## src/rtl/mmio_periph_slave.sv

```systemverilog
// Memory-mapped peripheral slave: GPIO out/in, prescaled down-counting timer with IRQ.
// Optional PWM compare output is enabled by defining PERIPH_PWM_EN.
module mmio_periph_slave #(
  parameter int GPIO_W  = 16,
  parameter int PRESC_W = 16,
  parameter int OFFS_W  = 8
) (
  input  logic              clk,
  input  logic              rst,
  input  logic              m_sel,
  input  logic              m_rnw,
  input  logic [31:0]       m_addr,
  input  logic [31:0]       m_data,
  output logic [31:0]       s_data,
  input  logic [GPIO_W-1:0] gpio_in,
  output logic [GPIO_W-1:0] gpio_out,
  output logic              irq,
  output logic              pwm_out
);

  localparam int IDX_W = OFFS_W - 2;
  localparam logic [IDX_W-1:0] A_GPIO_OUT = IDX_W'(0);
  localparam logic [IDX_W-1:0] A_GPIO_IN  = IDX_W'(1);
  localparam logic [IDX_W-1:0] A_CTRL     = IDX_W'(2);
  localparam logic [IDX_W-1:0] A_LOAD     = IDX_W'(3);
  localparam logic [IDX_W-1:0] A_COUNT    = IDX_W'(4);
  localparam logic [IDX_W-1:0] A_STATUS   = IDX_W'(5);
  localparam logic [IDX_W-1:0] A_PRESC    = IDX_W'(6);
  localparam logic [IDX_W-1:0] A_PWM_CMP  = IDX_W'(7);

  logic [GPIO_W-1:0]  gpio_out_q, gpio_out_d;
  logic [GPIO_W-1:0]  sync1_q, sync2_q;
  logic [2:0]         ctrl_q, ctrl_d;
  logic [31:0]        load_q, load_d;
  logic [31:0]        count_q, count_d;
  logic               expired_q, expired_d;
  logic [PRESC_W-1:0] presc_q, presc_d;
  logic [PRESC_W-1:0] pcnt_q, pcnt_d;
  logic               irq_q, irq_d;

  logic [IDX_W-1:0]   idx_s;
  logic               wr_s;
  logic               tick_s;
  logic               unused_s;

  assign idx_s    = m_addr[OFFS_W-1:2];
  assign wr_s     = m_sel & ~m_rnw;
  assign tick_s   = ctrl_q[0] & (pcnt_q == presc_q);
  assign unused_s = ^{m_addr[31:OFFS_W], m_addr[1:0]};

`ifdef PERIPH_PWM_EN
  logic [31:0] pwm_cmp_q, pwm_cmp_d;
  logic        pwm_q, pwm_d;
`endif

  // Next-state for GPIO, timer, status and interrupt registers
  always_comb begin
    gpio_out_d = gpio_out_q;
    ctrl_d     = ctrl_q;
    load_d     = load_q;
    count_d    = count_q;
    expired_d  = expired_q;
    presc_d    = presc_q;
    pcnt_d     = '0;
    irq_d      = expired_q & ctrl_q[2];

    if (ctrl_q[0] && !tick_s) begin
      pcnt_d = pcnt_q + PRESC_W'(1);
    end else begin
      pcnt_d = '0;
    end

    // Tick uses the pre-write CTRL; register writes below override its effects
    if (tick_s) begin
      if (count_q == 32'd0) begin
        if (ctrl_q[1]) begin
          count_d = load_q;
        end else begin
          ctrl_d[0] = 1'b0;
        end
      end else begin
        count_d = count_q - 32'd1;
      end
    end else begin
      count_d = count_q;
    end

    if (wr_s) begin
      case (idx_s)
        A_GPIO_OUT: gpio_out_d = m_data[GPIO_W-1:0];
        A_CTRL:     ctrl_d     = m_data[2:0];
        A_LOAD: begin
          load_d  = m_data;
          count_d = m_data;
          pcnt_d  = '0;
        end
        A_STATUS: begin
          if (m_data[0]) begin
            expired_d = 1'b0;
          end else begin
            expired_d = expired_q;
          end
        end
        A_PRESC:    presc_d = m_data[PRESC_W-1:0];
        default:    ;
      endcase
    end else begin
      gpio_out_d = gpio_out_q;
    end

    if (tick_s && (count_q == 32'd0)) begin
      expired_d = 1'b1;
    end else begin
      expired_d = expired_d;
    end
  end

`ifdef PERIPH_PWM_EN
  // PWM compare register and registered compare output
  always_comb begin
    pwm_cmp_d = pwm_cmp_q;
    if (wr_s && (idx_s == A_PWM_CMP)) begin
      pwm_cmp_d = m_data;
    end else begin
      pwm_cmp_d = pwm_cmp_q;
    end
    pwm_d = ctrl_q[0] & (count_q < pwm_cmp_q);
  end

  // PWM state flops
  always_ff @(posedge clk or posedge rst) begin
    if (rst) begin
      pwm_cmp_q <= 32'd0;
      pwm_q     <= 1'b0;
    end else begin
      pwm_cmp_q <= pwm_cmp_d;
      pwm_q     <= pwm_d;
    end
  end

  assign pwm_out = pwm_q;
`else
  assign pwm_out = 1'b0;
`endif

  // Main register bank and GPIO input synchroniser
  always_ff @(posedge clk or posedge rst) begin
    if (rst) begin
      gpio_out_q <= '0;
      sync1_q    <= '0;
      sync2_q    <= '0;
      ctrl_q     <= 3'd0;
      load_q     <= 32'd0;
      count_q    <= 32'd0;
      expired_q  <= 1'b0;
      presc_q    <= '0;
      pcnt_q     <= '0;
      irq_q      <= 1'b0;
    end else begin
      gpio_out_q <= gpio_out_d;
      sync1_q    <= gpio_in;
      sync2_q    <= sync1_q;
      ctrl_q     <= ctrl_d;
      load_q     <= load_d;
      count_q    <= count_d;
      expired_q  <= expired_d;
      presc_q    <= presc_d;
      pcnt_q     <= pcnt_d;
      irq_q      <= irq_d;
    end
  end

  // Combinational read mux so the M/WB register captures data in the access cycle
  always_comb begin
    s_data = 32'd0;
    if (m_sel) begin
      case (idx_s)
        A_GPIO_OUT: s_data = 32'(gpio_out_q);
        A_GPIO_IN:  s_data = 32'(sync2_q);
        A_CTRL:     s_data = {29'd0, ctrl_q};
        A_LOAD:     s_data = load_q;
        A_COUNT:    s_data = count_q;
        A_STATUS:   s_data = {31'd0, expired_q};
        A_PRESC:    s_data = 32'(presc_q);
`ifdef PERIPH_PWM_EN
        A_PWM_CMP:  s_data = pwm_cmp_q;
`endif
        default:    s_data = 32'd0;
      endcase
    end else begin
      s_data = 32'd0;
    end
  end

  assign gpio_out = gpio_out_q;
  assign irq      = irq_q;

endmodule

```

## config.mk

```make
export PLATFORM = sky130hd
export DESIGN_NAME = mmio_periph_slave
export DESIGN_NICKNAME = d
export VERILOG_FILES = /design/src/rtl/mmio_periph_slave.sv
export SDC_FILE = /design/constraint.sdc
export NUM_CORES = 1
export LEC_CHECK = 0
export ABC_AREA = 1
export CORE_UTILIZATION = 40
export CTS_CLUSTER_SIZE = 16
export DETAILED_ROUTE_END_ITERATION = 6
export MAX_ROUTING_LAYER = met4
export PLACE_DENSITY = 0.75
export SLEW_MARGIN = 5
export SYNTH_ARGS = -nofsm -noshare
export SYNTH_HDL_FRONTEND = slang
export SYNTH_SLANG_ARGS = --single-unit
export TNS_END_PERCENT = 5
```

## constraint.sdc

```tcl
create_clock -name clk -period 5.2 [get_ports clk]
set_input_delay 1.56 -clock clk [delete_from_list [all_inputs] [get_ports clk]]
set_output_delay 1.56 -clock clk [all_outputs]
set_load 0.01 [all_outputs]
```

Word-level counts from Yosys, hierarchy flattened:

Index checks and enable logic that the tools add are counted.

* flip-flop bits (word level): 149
* latch bits: 0
* memory bits (writable): 0
* ROM bits: 0
* output and inout bits: 50
* word-level logic and storage cells: 56
* memories kept: 0

* add/sub/neg operators: 2
* multiply operators: 0
* divide/modulo/power cells: 0
* order comparisons: 0
* equal/unequal tests: 7
* shift-type cells: 0
* muxes and demuxes: 19
* bitwise gates (word level): 4
* reduce and logical (&&, ||, !) cells: 13

Operator list (count)
* 32-bit one-hot mux with 7 select lines: 1
* 32-bit 2-to-1 mux: 6
* 16-bit 2-to-1 mux: 3
* 32-bit logical NOT: 1
* 32-bit by 1-bit subtractor with 32-bit output (second input constant): 1
* 6-bit by 3-bit equality test with 1-bit output (second input constant): 3
* 16-bit by 1-bit adder with 16-bit output (second input constant): 1
* 16-bit equality test: 1
* 6-bit by 2-bit equality test with 1-bit output (second input constant): 2
* 1-bit 2-to-1 mux: 9
* 2-bit AND reduction: 4
* 6-bit by 1-bit equality test with 1-bit output (second input constant): 1
* 6-bit logical NOT: 1
* 2-bit nonzero test: 3
* 1-bit bitwise AND: 3
* 3-bit AND reduction: 1
* 1-bit logical AND: 2
* 1-bit logical NOT: 1
* 1-bit inverter: 1

Longest topological paths before layout:

* depth after elaboration: 7
* depth in mapped cells: 14
* mapped depth without buffers: 13

Worst setup path after synthesis:

OpenSTA, ideal clock, no wires.

* path kind: input -> output
* start point: in m_addr[7]
* end point: out s_data[1]
* arrival time: 2.693 ns
* required time: 3.640 ns
* path slack: 0.947 ns
* stages: 6
* path through: nor2_2 > nand3_1 > nor3_2 > buf_2 > nand2_1 > a31oi_1

* word-level cells in the longest chain between the ends: 3

Ends and longest elaborated chain
* from (decl): line 12 `input logic [31:0] m_addr,`
* 6-bit by 3-bit equality test with 1-bit output, or another cell as far along: line 177 `case (idx_s)`
* 32-bit one-hot mux with 7 select lines *: line 177
* 32-bit 2-to-1 mux *: line 176 `if (m_sel) begin`
* to (decl): line 14 `output logic [31:0] s_data,`

Every way passes the cells marked *; elsewhere a longest branch is shown, timed or not.

Final worst setup path:

* start point: in m_addr[6]
* end point: out s_data[11]

Same word-level chain as after synthesis.

==> flow_results.org <==
** STA
- Final critical-path setup slack :: 0.0304 ns
- Slew at the pin with the worst max-slew slack :: 1.04 ns
- Final Critical Period :: 5.17 ns
- Maximum operating frequency :: 0.193 GHz
- The number of slew-limit violations in the final report is 0.
- RSZ-0062 raised after global routing :: yes
- The final critical path takes up 99.4% of the cycle.
- In this run the tightest slew margin relative to its limit is slightly above 30%.
- On the final layout, the worst clock skew is a little under 0.008 ns.
- Number of endpoints with negative hold slack in the final report :: 0
- Setup violations remaining at the end of the flow were counted as 0.

** Critical path
- Together, buffers and inverters on the worst path number 4.
- On the critical path the largest part of the delay comes from buffers and inverters.
- For the worst setup path, the data arrival time is ~3.6 ns.
- Start-to-end type of the worst setup path :: input pin to output pin
- STA classifies the critical path startpoint as an input pin.
- Max FO, Critical Path :: 4
- Data on the critical path is required at its endpoint by 3.64 ns.
- The signal on the critical path passes through clkdlybuf4s50_1 -> nor2_4 -> buf_4 -> nand4_1 -> buf_4 -> nor2_1 -> a221oi_1 -> a21oi_2 -> clkdlybuf4s50_1.
- The largest single stage delay on the critical path is 0.53 ns.
- The worst setup path is captured at an output pin.
- Slowest-stage cell, CP :: sky130_fd_sc_hd__clkdlybuf4s50_1

** Synthesis
- Post-synthesis net count :: between 1000 and 1500
- Count of state elements after synthesis :: 149
- For this run, the leading register cell type out of synthesis is sky130_fd_sc_hd__dfrtp_1.
- The Yosys step of the flow raised 0 warnings.
- Dividing the synthesized area by the synthesized cell count gives 6.90 sq um.
- Yosys cell types :: 33
- Leading cell type by number of instances after synthesis :: sky130_fd_sc_hd__nand2_1
- Synth top area cells :: sky130_fd_sc_hd__dfrtp_1, sky130_fd_sc_hd__nand2_1, sky130_fd_sc_hd__nor2_1
- Sequential fraction of the synthesis area :: between 40% and 50%
- Number of flops mapped to enable cells by yosys :: 0
- In this run the biggest area consumer among cell types represents roughly 44% of the synthesized area.
- Most numerous cell types in the synthesized netlist :: sky130_fd_sc_hd__nand2_1, sky130_fd_sc_hd__dfrtp_1, sky130_fd_sc_hd__nor2_1
- Post-synthesis instance total :: 1220
- Top cell type by total area after synthesis :: sky130_fd_sc_hd__dfrtp_1
- FFs w/ async S/R, synth :: 100%
- Post-synthesis cell area :: 8420 sq um

** Final layout
- Antenna Cells :: 0
- Final Instance Count excl. Fillers :: between 1500 and 2000
- From synthesis to final layout, the design area changed by 23.5%.
- Cells fill 50.9% of the core in the end.
- The finished cells cover between 10000 and 15000 sq um.
- At the end of the flow, the number of nets in the layout was around 1400.
- Of the cells placed in the final design, the portion with a size suffix greater than 1 is between 5 and 6%.

** Clock network
- The H-tree was split into 4 levels.
- Clock slew seen by the registers of the worst setup and hold paths :: 0.07 ns
- The clock passes through at most 2 buffers.
- Clock sink total :: roughly 150
- # Post-CTS Setup Buffers :: 0
- Number of buffers inserted during clock tree synthesis :: 17
- Post-cts hold buffer count :: 0
- For the worst-skew pair, the clock arrives at the later sink with an insertion delay of 0.43 ns.
- Clock tree from TritonCTS :: yes
- CTS Root Buffer Type :: sky130_fd_sc_hd__clkbuf_16

** Min path
- The tightest min-delay check is of the flop to flop type.

** Drt
- Dividing the detail-routed wire length by the instance count gives about 15 um.
- Starting DRT DRC Count :: 657
- For this run, the detailed router's first-pass iteration total came to 5.
- Total detailed-routing wirelength :: 23.3 mm
- # DRC :: 0
- DR vias/cell :: 5.09
- In this run the remaining antenna-violating nets after routing total 0.
- Routed via count :: between 8000 and 9000

** Die
- Floorplan row count :: 52
- Full die area :: 21600 sq um
- For this configuration, the core starts out at a cell density of ~41%.
- Die extent in x :: 147 um
- Io pins :: approximately 130
- Std-Cell Core Area :: 20400 sq um
- Die height :: between 100 and 150 um

** Power and ir drop
- Dividing total power by cell area gives a power density of about 400 nW/um^2.
- IR analysis of the VDD net gives a maximum drop of 271 uV.
- After layout, the design draws a total of 4210 uW.
- Summed over all cells, the static leakage comes to 0.00516 uW.

** Placed design
- Including well taps, the total number of placed cells is 1565.
- Summed over all nets, the half-perimeter wirelength after detailed placement is around 17 mm.
- Placed cell area :: 9780 sq um
- Number of buffers inserted by port buffering :: 106
- Weighted congestion at the end of routability-driven global placement :: 0.954
- OpenSTA, run right after detailed placement, puts the worst setup slack at -0.0000111 ns.

** GRT
- Entering global routing, the biggest net connects 150 pins.
- Number of global-route vias before repair :: 7723
- Grt total ovfl :: 0
- Global routing used around 23% of the available tracks across all layers.
- Antenna violations before repair :: 0
- The first global-routing pass estimated 38.6 mm of wire.

** Run status
- The run finished with clean final reports.

** Flow run
- Maximum Capacitance Violations :: 0
layout make-up:
cell class                 instances  area [sq um]
fill                            2016         10000
multi-input combinational        907          4020
sequential                       149          3730
timing repair buffer             122          1270
inverter                         117           443
clock buffer                      17           425
tap                              270           338
clock inverter                    15           181
worst register-to-register path, cell delays in order (launching register included):
cell	delay [ns]
sky130_fd_sc_hd__dfrtp_1	0.44
sky130_fd_sc_hd__nor2_1	0.21
sky130_fd_sc_hd__nand2_1	0.09
sky130_fd_sc_hd__nor2_1	0.76
sky130_fd_sc_hd__nand2_1	0.28
sky130_fd_sc_hd__nand2_1	0.13
sky130_fd_sc_hd__nand2_1	0.05
sky130_fd_sc_hd__nand2_1	0.05
sky130_fd_sc_hd__nand2_1	0.08
sky130_fd_sc_hd__nand2_1	0.07
sky130_fd_sc_hd__o21ai_1	0.07
sky130_fd_sc_hd__nand2_1	0.09
sky130_fd_sc_hd__nand2_1	0.05
metal layers:
layer  global-route usage, %  up-vias  routed length (um)
met4                    7.37        0                 444
met1                    30.0     3808               10700
met5                       -        -                   0
met2                    37.2      221               11100
met3                    3.54       38                1030
li1                        -     4054                   -
where the power goes:
group	total, uW	internal, uW	switching (uW)
clock	1280	731	548
sequential	1550	1330	220
combinational	1380	468	914
per-stage QoR:
stage	setup TNS (ns)	hold slack, ns
6_report	0	0.349
5_1_grt	-0.183	0.355
4_1_cts	0	0.350
3_5_place_dp	-0.0000111	0.335
3_3_place_gp	0	0.332
2_1_floorplan	0	0.331
sequential cells by signal (all words and copies together) (netlist names):
signal	flops
sync1_q	16
load_q	32
presc_q	16
pcnt_q	16
ctrl_q	3
count_q	32
expired_q	1
sync2_q	16
irq	1
gpio_out	16
what timing repair did:
item                       CTS  global route
hold endpoints to repair     0             0
resized for setup            3            10
setup endpoints to repair    3            13
pin swaps                    1             1
logic make-up after synthesis:
group	Yosys count	synth area share, %
compound gates	180	12.3
xor+xnor	7	0.728
fa+ha+maj	3	0.446
buf+inv	164	8.13
flops	149	44.3
other cells	1	0.0445
simple gates	716	34.1
cell usage in the layout, fill, tap and decap left out, types with 17 or more instances in the layout:
| cell | count |
|---|---|
| sky130_fd_sc_hd__nand2_1 | 495 |
| sky130_fd_sc_hd__clkdlybuf4s50_1 | 96 |
| sky130_fd_sc_hd__inv_1 | 109 |
| sky130_fd_sc_hd__o21ai_1 | 18 |
| sky130_fd_sc_hd__dfrtp_1 | 149 |
| sky130_fd_sc_hd__a22oi_1 | 39 |
| sky130_fd_sc_hd__o21ai_0 | 84 |
| sky130_fd_sc_hd__nand3_1 | 56 |
| sky130_fd_sc_hd__nor2_1 | 135 |
| sky130_fd_sc_hd__clkbuf_16 | 17 |
| sky130_fd_sc_hd__a21oi_1 | 19 |
worst paths after layout:
kind | startpoint | to | slack, ns | cells after the start
min in group asynchronous | rst | sync2_q[9] | 1.72 | 3
worst max-delay path | m_addr[6] | s_data[11] | 0.03 | 9
max in group asynchronous | rst | count_q[10] | 2.92 | 3
worst min-delay path | sync1_q[8] | sync2_q[8] | 0.35 | 0
worst max register to register | count_q[6] | count_q[11] | 2.74 | 12
worst min register to register | sync1_q[8] | sync2_q[8] | 0.35 | 0
No activity file was read; power rests on OpenSTA's default activity.
